File: config.mk
export PLATFORM = sky130hd
export DESIGN_NAME = display_scan_mux
export DESIGN_NICKNAME = d
export VERILOG_FILES = /design/src/rtl/display_scan_mux.sv
export SDC_FILE = /design/constraint.sdc
export NUM_CORES = 1
export LEC_CHECK = 0
export BUFFER_PORTS_ARGS = -buffer_cell sky130_fd_sc_hd__buf_4
export CORE_UTILIZATION = 45
export DETAILED_ROUTE_END_ITERATION = 8
export HOLD_SLACK_MARGIN = 0.03
export PLACE_DENSITY = 0.75
export SLEW_MARGIN = 20
export SYNTH_ARGS = -nofsm -noshare
export SYNTH_HDL_FRONTEND = slang
export SYNTH_SLANG_ARGS = --single-unit
File: constraint.sdc
create_clock -name clk -period 2.3 [get_ports clk]
set_input_delay 0.115 -clock clk [delete_from_list [all_inputs] [get_ports clk]]
set_output_delay 0.115 -clock clk [all_outputs]
set_load 0.01 [all_outputs]
File: src/rtl/display_scan_mux.sv
// Time-multiplexed digit scanner that latches the input frame into a shadow at frame boundaries and drives registered digit/anode outputs.
// Optional ghost blanking is enabled by defining DISP_GHOST_BLANK_EN.
module display_scan_mux #(
  parameter int unsigned NUM_DIGITS       = 8,
  parameter int unsigned DIGIT_W          = 4,
  parameter int unsigned TICK_DIV         = 100000,
  parameter int unsigned ANODE_ACTIVE_LOW = 1,
  parameter int unsigned BLANK_CYCLES     = 16
) (
  input  logic                            clk,
  input  logic                            rst,
  input  logic [NUM_DIGITS*DIGIT_W-1:0]   digits_in,
  input  logic                            load,
  input  logic [NUM_DIGITS-1:0]           digit_en,
  output logic [DIGIT_W-1:0]              digit_out,
  output logic [NUM_DIGITS-1:0]           anode,
  output logic [$clog2(NUM_DIGITS)-1:0]   digit_idx,
  output logic                            frame_done
);

  localparam int unsigned IW = $clog2(NUM_DIGITS);
  localparam int unsigned PW = $clog2(TICK_DIV);
  localparam logic [PW-1:0] PRE_LAST = PW'(TICK_DIV - 1);
  localparam logic [IW-1:0] IDX_LAST = IW'(NUM_DIGITS - 1);
  localparam logic [NUM_DIGITS-1:0] ANODE_OFF = (ANODE_ACTIVE_LOW != 0) ? '1 : '0;

  typedef logic [NUM_DIGITS-1:0][DIGIT_W-1:0] frame_t;

  logic [PW-1:0]         presc_q, presc_d;
  logic [IW-1:0]         idx_q, idx_d;
  frame_t                shadow_q, shadow_d;
  frame_t                capture_q, capture_d;
  logic                  pending_q, pending_d;
  logic [DIGIT_W-1:0]    digit_out_q, digit_out_d;
  logic [NUM_DIGITS-1:0] anode_q, anode_d;
  logic [IW-1:0]         digit_idx_q;
  logic                  frame_done_q, frame_done_d;
  logic                  tick, wrap;
  logic [NUM_DIGITS-1:0] act;

`ifdef DISP_GHOST_BLANK_EN
  localparam logic [PW-1:0] BLANK_LIM = PW'(BLANK_CYCLES);
`endif

  always_comb begin
    tick      = (presc_q == PRE_LAST);
    wrap      = tick && (idx_q == IDX_LAST);
    presc_d   = tick ? '0 : presc_q + 1'b1;
    idx_d     = idx_q;
    if (tick) idx_d = wrap ? '0 : idx_q + 1'b1;

    // Capture keeps only the latest load; shadow moves only on the wrap tick.
    capture_d = load ? frame_t'(digits_in) : capture_q;
    pending_d = pending_q | load;
    shadow_d  = shadow_q;
    if (wrap) begin
      pending_d = 1'b0;
      if (load)           shadow_d = frame_t'(digits_in);
      else if (pending_q) shadow_d = capture_q;
    end

    act        = '0;
    act[idx_q] = digit_en[idx_q];
`ifdef DISP_GHOST_BLANK_EN
    if (presc_q < BLANK_LIM) act = '0;
`endif
    anode_d      = (ANODE_ACTIVE_LOW != 0) ? ~act : act;
    digit_out_d  = shadow_q[idx_q];
    frame_done_d = wrap;
  end

  always_ff @(posedge clk) begin
    if (rst) begin
      presc_q      <= '0;
      idx_q        <= '0;
      shadow_q     <= '0;
      capture_q    <= '0;
      pending_q    <= 1'b0;
      digit_out_q  <= '0;
      anode_q      <= ANODE_OFF;
      digit_idx_q  <= '0;
      frame_done_q <= 1'b0;
    end else begin
      presc_q      <= presc_d;
      idx_q        <= idx_d;
      shadow_q     <= shadow_d;
      capture_q    <= capture_d;
      pending_q    <= pending_d;
      digit_out_q  <= digit_out_d;
      anode_q      <= anode_d;
      digit_idx_q  <= idx_q;
      frame_done_q <= frame_done_d;
    end
  end

  assign digit_out  = digit_out_q;
  assign anode      = anode_q;
  assign digit_idx  = digit_idx_q;
  assign frame_done = frame_done_q;

endmodule

; Yosys cells after proc, flatten, opt, wreduce, memory -nomap -nowiden
; Cells that the tools add are included.
[totals]
register_bits = 101
input_bits = 43
output_inout_bits = 16
wordCells = 47
[classes]
add_sub_neg = 2
order_cmp = 2
eq_ne = 2
mux = 9
bitwise = 3
reduce_logical = 6
[op_table]
columns = op, count
row1 = 32-bit two-way mux, 2
row2 = "17-bit by 1-bit adder with 17-bit output, second input constant", 1
row3 = "17-bit == test, second input constant", 1
row4 = 4-bit binary-select mux with 3-bit select, 1
row5 = 8-bit bitwise AND, 1
row6 = 8-bit inverter, 1
row7 = "3-bit by 4-bit less-than comparator with 1-bit output, second input constant", 1
row8 = 4-bit two-way mux, 1
row9 = 2-bit OR reduction, 2
row10 = "3-bit by 1-bit adder with 3-bit output, second input constant", 1
row11 = 1-bit binary-select mux with 3-bit select, 1
row12 = 1-bit demux with 3-bit select, 1
row13 = "3-bit == test, second input constant", 1
row14 = "3-bit by 1-bit greater-or-equal comparator with 1-bit output, second input constant", 1
row15 = 3-bit two-way mux, 1
row16 = 1-bit logical AND, 2
row17 = 1-bit two-way mux, 2
row18 = 2-bit AND reduction, 1
row19 = 2-bit nonzero test, 1
row20 = 1-bit bitwise OR, 1

; Logic depth before layout (Yosys ltp)
; Gate-level depths: netlist (run 1).
[logic_depth]
ltp_word = 6
mapped_depth = 7
mapped_depth_nobuf = 5

; Worst setup path after synthesis (run 1)
; Ideal clock, no wire load.
[synth_timing]
path_type = reg2reg
startpoint = register presc_q[14]
endpoint = register shadow_q[0] (netlist bit)
setup_ps = 121
arrival_time_ps = 2000
required_time_ps = 2179
setup_slack_ps = 179
path_stages_with_launch = 7
n_path_buf = 2
path_cell_list = dfxtp_1 -> or4b_4 -> nand4b_4 -> or3b_1 -> buf_6 -> buf_12 -> mux2_4
[synth_via]
elab_chain_len = 3
[synth_rtl]
columns = element, line_no
row1 = "start, declared", 29  ; logic [PW-1:0] presc_q, presc_d;
row2 = "start signal, assigned", 84  ; presc_q <= presc_d;
row3 = 17-bit == test, 46  ; tick = (presc_q == PRE_LAST);
row4 = 1-bit logical AND, 47  ; wrap = tick && (idx_q == IDX_LAST);
row5 = 2-bit AND reduction (no source line), n/a
row6 = "end signal, assigned", 86  ; shadow_q <= shadow_d;
row7 = "end, declared", 31  ; frame_t shadow_q, shadow_d;
; Every way passes these cells.
; A chain may end at the register's enable or synchronous reset.

; Final worst setup path (run 1)
[layout_timing]
startpoint = register presc_q[0]
endpoint = register shadow_q[4] (netlist bit)
; The elaborated chain is that of the path after synthesis.

==> reports/metrics.cfg, run 1 <==
[clocking]
cts.reportedPaths.clkPinSlew_ns=0.09
numCtsBuffers=9
clk_latency_ns=0.37
cts_sinks=101
cts_resized=0
cts_root_buf=clkbuf_8
cts.htree.levels=3
clockBufferDepth=2
cts_tree=done

[worst_setup_path]
crit_required_ns=2.56
cp-startpoint=presc_q[0]$_SDFF_PP0_
crit_family=simple AND/OR/NAND/NOR gates
crit_fanout=24
r2r_end=shadow_q[4]$_SDFFE_PP0P_
end_kind=flop
critPathSlowestCell=or3b_2
r2r_cells=6
start_kind=flop
crit_type=flop to flop
critPathMaxStageDelay_ns=0.50
crit_buf_inv=1
critical_path_arrival_ns=2.47
r2r_setup_slack_ns=0.09
worstReg2RegStart=presc_q[0]$_SDFF_PP0_
cp_cell_sequence=ha_1, and4_2, nand4b_4, or3b_2, buf_12, mux2_4

[floorplan]
rows=34
fp.dieW_um=98.3
fp.dieH_um=98.3
initial_core_util=0.471
ios=59
core_mm2=0.00885
die_area_mm2=0.00966

[timing]
setup_tns_ns=0
rsz0062_at_grt=false
final_hold_viol_count=0
post-route-period-util=0.962
setup_viol_count_final=0
relSlewSlack=0.619
period_minus_slack_ns=2.21
tightestPinTransition_ns=0.572
fin_worst_skew_ns=0.0116
max_freq_ghz=0.452
maxSlewViolCount=0

[route]
wl_um=7900
via_per_inst=5.05
drc=3
ant_nets=0
first_pass_iters=8
vias=2777
wl_per_cell_um=14.4
dr.first_iter.drc_count=67

[placed_design]
gp_congestion=0.812
placed_cell_area_mm2=0.00469
portBuffers=58
dp_hpwl_um=5340

[pwr]
power.leakage_uw=0.00219
swShare=0.222
p_switching_uw=692
pwr-share-seq=0.578
powerDensity_mw_per_mm2=621
total_power_uw=3120
clkPwrFrac=0.360
comb_power_share=0.063
ir_worst_vdd_mv=0.417
p_int_uw=2430

[global_route]
overflow=0
grt_usage=0.174
grt_max_degree=42
antenna_found_initial=0
grt_pass1_wl_um=13300
grt_pass1_vias=2793

[final_layout]
area_delta_synth_final_pct=20.5
antenna_cells=0
final_nets=483
drive_gt1_frac=0.301
nFillCells=747
final_common_cell=dfxtp_1
layout_common_cells=dfxtp_1, buf_4, nor2_1, nor2b_1, mux2i_1
final_util=0.568
fin_area_mm2=0.00502

[yosys]
yosysWarnings=0
syn_area_per_cell_um2=11.4
ys_types=37
synth-seq-cells=101
seq_area_frac_synth=0.485
syn_nets=413
synthesis.area_mm2=0.00417
syn_inst=367

[run]
max_cap_viol_count=0

[min_path]
hold_end=capture_q[31]$_SDFFE_PP0P_
min_delay_path_depth=3
hold_path.class=primary input to flop
min_from=digits_in[31]

[status]
status=finished, violations left
violations=design-rule violations

[how the worst max path moves through the flow]
| stage | end | cells past startpoint |
|---|---|---|
| final | shadow_q[4]$_SDFFE_PP0P_ | 6 |
| after global routing | shadow_q[10]$_SDFFE_PP0P_ | 6 |
| after CTS | shadow_q[1]$_SDFFE_PP0P_ | 6 |
| after detailed placement | shadow_q[4]$_SDFFE_PP0P_ | 6 |
| after global placement | shadow_q[3]$_SDFFE_PP0P_ | 5 |
| after floorplan | shadow_q[0]$_SDFFE_PP0P_ | 6 |
[power groups by stage]
stage / Sequential [uW] / Clock [uW] / Combinational [uW]
finish: 1800 / 1120 / 196
global route: 1810 / 1230 / 216
CTS: 1800 / 1160 / 199
global placement: 1840 / 0 / 176
detailed placement: 1840 / 0 / 181
floorplan: 1840 / 0 / 100
[final cells by class]
cell class	count	area [um^2]	share of cell area
timing repair buffer	81	666	0.132
multi-input combinational	243	2000	0.397
sequential	101	2020	0.402
tap	108	135	0.0269
clock buffer	11	141	0.0281
inverter	1	3.75	0.000747
clock inverter	5	60.1	0.0120
[Yosys cell counts]
cell,count,area share
and3_1,1,0.0015
clkbuf_1,15,0.013
nor4bb_1,1,0.0024
and4_2,1,0.0024
dfxtp_1,101,0.48
nand2_1,7,0.0063
mux2i_1,36,0.086
or4b_4,1,0.0033
ha_1,3,0.0090
a21oi_1,5,0.0060
nand4b_4,1,0.0057
buf_12,3,0.014
nand4_1,8,0.012
buf_1,2,0.0018
nor2_1,56,0.050
nand3_1,14,0.017
and4_1,3,0.0063
mux2_2,2,0.0054
xnor2_1,5,0.010
nand2b_1,1,0.0015
o31ai_1,1,0.0018
o41ai_1,1,0.0021
clkbuf_8,1,0.0033
inv_1,1,0.00090
nor2b_1,37,0.055
or3_2,1,0.0018
nor4_1,3,0.0045
or3b_1,1,0.0021
nor3_1,1,0.0012
buf_6,1,0.0027
nor3b_1,1,0.0018
and4bb_2,2,0.0060
mux2_4,30,0.11
xor2_1,8,0.017
mux4_2,8,0.043
or4_1,1,0.0018
or3b_2,3,0.0063
[kinds of logic after synthesis]
group | count (synthesis) | share of synthesized area
AND/OR/NAND/NOR | 144 | 0.190
flip-flops | 101 | 0.485
multiplexers | 76 | 0.243
buffers and inverters | 23 | 0.0366
XOR/XNOR | 13 | 0.0273
AO/OA/AOI/OAI | 7 | 0.00990
adder cells (fa/ha/maj) | 3 | 0.00900
[stage by stage]
stage                     hold WS, ns  instances  setup slack [ns]
after floorplan                 0.187        367             0.179
after global placement          0.300        521             0.134
after detailed placement        0.304        521             0.104
after CTS                      0.0310        550            0.0789
after global routing           0.0480        550           0.00311
final                          0.0364        550            0.0867
[registers in the layout, summed over array words and instances (netlist names)]
| register | flops |
|---|---|
| anode | 8 |
| capture_q | 32 |
| digit_idx | 3 |
| digit_out | 4 |
| frame_done | 1 |
| idx_q | 3 |
| pending_q | 1 |
| presc_q | 17 |
| shadow_q | 32 |
[worst min-delay path, cell delays in order]
cell,delay [ns]
buf_4,0.07
mux2i_1,0.05
nor2_1,0.11
[layer usage]
metal | share of wire | GRT usage
met5 | 0 | 0
met4 | 0.013 | 0.0620
met3 | 0.040 | 0.0387
met2 | 0.46 | 0.282
met1 | 0.48 | 0.229
[timing repair]
item | in CTS | in global routing
endpoints found under the setup margin | 0 | 0
hold buffers | 13 | 0
setup buffers | 0 | 0
endpoints found under the hold margin | 13 | 0
No activity file was read; power rests on OpenSTA's default activity.
==> run 2: changes to the inputs <==
CORE_UTILIZATION = 50   (was 45)
PLACE_DENSITY = 0.81   (was 0.75)
==> reports/metrics.cfg, run 2 (synthesis results as in run 1) <==
[timing]
maxSlewViolCount=0
relSlewSlack=0.615
rsz0062_at_grt=false
max_freq_ghz=0.451
setup_tns_ns=0
tightestPinTransition_ns=0.577
fin_worst_skew_ns=0.0155
final_hold_viol_count=0
period_minus_slack_ns=2.22
post-route-period-util=0.965
setup_viol_count_final=0

[clocking]
post-cts-setup-buffer-count=0
cts.reportedPaths.clkPinSlew_ns=0.10
cts_sinks=101
cts_tree=done
clk_latency_ns=0.36
cts_root_buf=clkbuf_8
cts.htree.levels=3
numCtsBuffers=9
clockBufferDepth=2

[worst_setup_path]
critPathMaxStageDelay_ns=0.54
crit_buf_inv=1
crit_type=flop to flop
crit_family=simple AND/OR/NAND/NOR gates
crit_required_ns=2.54
critical_path_arrival_ns=2.46
start_kind=flop
cp_cell_sequence=or4b_4, nand4b_4, or3b_2, buf_12, mux2_4
critPathSlowestCell=or4b_4
crit_fanout=32
end_kind=flop

[global_route]
grt_use_met3=0.0276
grt_max_degree=49
overflow=0
top_usage_layer=met2
met1_usage=0.273
grt_usage=0.201
met2_usage=0.328
grt_pass1_vias=2793
antenna_found_initial=0
grt_pass1_wl_um=13600

[route]
wl_per_cell_um=15.0
vias=2816
first_pass_iters=4
wl_um=8050
ant_nets=0
dr.first_iter.drc_count=146
via_per_inst=5.23
drc=0

[pwr]
clkPwrFrac=0.404
power.leakage_uw=0.00218
ir_worst_vdd_mv=0.348
swShare=0.209
comb_power_share=0.057
pwr-share-seq=0.539
p_switching_uw=700
total_power_uw=3340
p_int_uw=2640
powerDensity_mw_per_mm2=669

[final_layout]
fin_area_mm2=0.00500
area_delta_synth_final_pct=19.8
layout_common_cells=dfxtp_1, buf_4, nor2_1, nor2b_1, mux2i_1
nFillCells=594
antenna_cells=0
final_nets=477
drive_gt1_frac=0.305
final_common_cell=dfxtp_1
reg_top3=capture_q: 32 flops, shadow_q: 32 flops, presc_q: 17 flops

[min_path]
hold_path.class=primary input to flop

[floorplan]
initial_core_util=0.529
fp.dieH_um=93.3
fp.dieW_um=93.3
core_mm2=0.00789
ios=59
rows=32
die_area_mm2=0.00871

[placed_design]
placed_cell_area_mm2=0.00467
dp_hpwl_um=5470
gp_congestion=0.827
portBuffers=58

[status]
status=complete, no violations

[run]
max_cap_viol_count=0

## run 2: path summary, 6_finish.rpt
path | from | endpoint | slack [ns] | depth (start not counted)
max | presc_q[14]$_SDFF_PP0_ | shadow_q[27]$_SDFFE_PP0P_ | 0.08 | 5
min | digits_in[17] | capture_q[17]$_SDFFE_PP0P_ | 0.04 | 3
max reg2reg | presc_q[14]$_SDFF_PP0_ | shadow_q[27]$_SDFFE_PP0P_ | 0.08 | 5
min reg2reg | presc_q[0]$_SDFF_PP0_ | presc_q[0]$_SDFF_PP0_ | 0.49 | 1
## run 2: cell type report
class | count | area, um^2 | area share
Clock inverter | 5 | 106 | 0.0213
Tap cell | 102 | 128 | 0.0255
Clock buffer | 11 | 141 | 0.0283
Sequential cell | 101 | 2020 | 0.405
Multi-Input combinational cell | 243 | 2000 | 0.400
Inverter | 1 | 3.75 | 0.000751
Timing Repair Buffer | 75 | 596 | 0.119
## run 2: layer usage
layer	vias to the layer above	wire length (um)
met4	0	88
met3	9	386
met2	80	3740
met1	1337	3840
li1	1390	-
met5	-	0
## run 2: metrics by stage
step	worst slack [ns]	hold slack, ns	instances	utilization
after floorplan	0.179	0.187	367	-
after global placement	0.139	0.300	514	0.592
after detailed placement	0.0922	0.307	514	0.592
after CTS	0.0775	0.0426	538	0.633
after global routing	0.00606	0.0547	538	0.633
final	0.0808	0.0434	538	0.633
## run 2: what timing repair did
action,CTS,global route
hold endpoints to repair,8,0
gates resized for setup,0,1
endpoints found under the setup margin,0,10
hold buffers,8,0
## run 2: power by group through the flow
stage	Sequential (uW)	Combinational [uW]	Clock, uW
floorplan	1840	100	0
global placement	1840	175	0
detailed placement	1840	181	0
CTS	1800	192	1370
global route	1810	211	1440
finish	1800	191	1350
## run 2: worst register-to-register path, cell delays in order, from the launching register on
cell	delay, ns
dfxtp_1	0.35
or4b_4	0.54
nand4b_4	0.19
or3b_2	0.49
buf_12	0.21
mux2_4	0.34
==> run 3: changes to the inputs <==
CTS_BUF_LIST = sky130_fd_sc_hd__clkbuf_16   (was not set)
==> reports/metrics.cfg, run 3 (synthesis results as in run 1) <==
[final_layout]
layout_common_cells=dfxtp_1, buf_4, nor2_1, nor2b_1, mux2i_1
final_util=0.645
final_nets=477
area_delta_synth_final_pct=22.0
final_common_cell=dfxtp_1
fin_cells=538
fin_area_mm2=0.00509
antenna_cells=0
reg_top3=capture_q: 32 flops, shadow_q: 32 flops, presc_q: 17 flops
drive_gt1_frac=0.303

[worst_setup_path]
crit_type=flop to flop
end_kind=flop
crit_fanout=32
critical_path_arrival_ns=2.45
crit_buf_inv=1
r2r_setup_slack_ns=0.08
cp_cell_sequence=or4b_4, nand4b_4, or3b_2, buf_12, mux2_4
start_kind=flop
crit_required_ns=2.53
critPathSlowestCell=or4b_4
crit_family=simple AND/OR/NAND/NOR gates
critPathMaxStageDelay_ns=0.54

[timing]
final_hold_viol_count=0
setup_viol_count_final=0
fin_worst_skew_ns=0.00683
layout_setup_ws_ns=0.0778
relSlewSlack=0.600
post-route-period-util=0.966
rsz0062_at_grt=false
setup_tns_ns=0
tightestPinTransition_ns=0.600
max_freq_ghz=0.450
period_minus_slack_ns=2.22
maxSlewViolCount=0

[floorplan]
die_area_mm2=0.00871
initial_core_util=0.529
core_mm2=0.00789
fp.dieH_um=93.3
rows=32
fp.dieW_um=93.3
ios=59

[clocking]
cts.reportedPaths.clkPinSlew_ns=0.07
cts_tree=done
clk_latency_ns=0.34
cts_sinks=101
clockBufferDepth=2
numCtsBuffers=9
post-cts-setup-buffer-count=0
cts_root_buf=clkbuf_16
cts.htree.levels=3

[global_route]
grt_pass1_wl_um=13900
grt_pass1_vias=2815
grt_usage=0.208
overflow=0
antenna_found_initial=0
grt_max_degree=49

[route]
dr.first_iter.drc_count=186
top_layer=met4
first_pass_iters=4
route.met3.wl_um=365
via_per_inst=5.22
drc=0
vias=2810
wl_per_cell_um=15.5
wl_met2_um=3940
ant_nets=0
wl_um=8340
m1WireLength_um=3900

[placed_design]
dp.cells=514
portBuffers=58
gp_congestion=0.827
dp_hpwl_um=5470
placed_cell_area_mm2=0.00467
preCtsSetupSlack_ns=0.0922

[pwr]
powerDensity_mw_per_mm2=727
ir_worst_vdd_mv=0.421
power.leakage_uw=0.00223

[status]
status=complete, no violations

[run]
max_cap_viol_count=0

[min_path]
hold_path.class=primary input to flop

==> run 3: worst paths after layout <==
path                           from                    endpoint  cells past startpoint
max          presc_q[14]$_SDFF_PP0_    shadow_q[0]$_SDFFE_PP0P_                      5
min                   digits_in[28]  capture_q[28]$_SDFFE_PP0P_                      3
max reg2reg  presc_q[14]$_SDFF_PP0_    shadow_q[0]$_SDFFE_PP0P_                      5
min reg2reg   presc_q[0]$_SDFF_PP0_       presc_q[0]$_SDFF_PP0_                      1
==> run 3: metal layers <==
layer	up-vias	GRT usage
met2	77	0.338
li1	1389	-
met4	0	0.0923
met1	1334	0.275
met5	-	0
met3	10	0.0317
==> run 3: metrics by stage <==
stage / power (uW) / hold WS [ns]
after floorplan: 1940 / 0.187
after CTS: 3710 / 0.0616
after global routing: 3810 / 0.0788
final: 3700 / 0.0604
after global placement: 2020 / 0.300
after detailed placement: 2020 / 0.307
==> run 3: area by class of cell <==
cell class | instances | area (um^2)
timing repair buffer | 75 | 596
inverter | 1 | 3.75
fill | 575 | 2800
clock inverter | 7 | 114
multi-input combinational | 243 | 2000
sequential | 101 | 2020
tap | 102 | 128
clock buffer | 9 | 225
==> run 3: worst reg2reg max path: cells and delay by family (launching register included) <==
kind,cells,cell delay [ns]
buffers and inverters,1,0.21
flip-flops,1,0.35
AND/OR/NAND/NOR,3,1.22
multiplexers,1,0.34
==> run 3: repair_timing <==
action                     4_1_cts  5_1_grt
gates resized for setup          0        1
hold buffers                     8        0
setup endpoints to repair        0        1
hold endpoints to repair         8        0
==> run 3: power breakdown <==
part | total (uW) | switching, uW | internal (uW) | leakage [uW]
sequential | 1800 | 14.9 | 1790 | 0.000821
clock | 1700 | 643 | 1060 | 0.000165
combinational | 193 | 94.4 | 98.8 | 0.00124
total | 3700 | 752 | 2950 | 0.00223
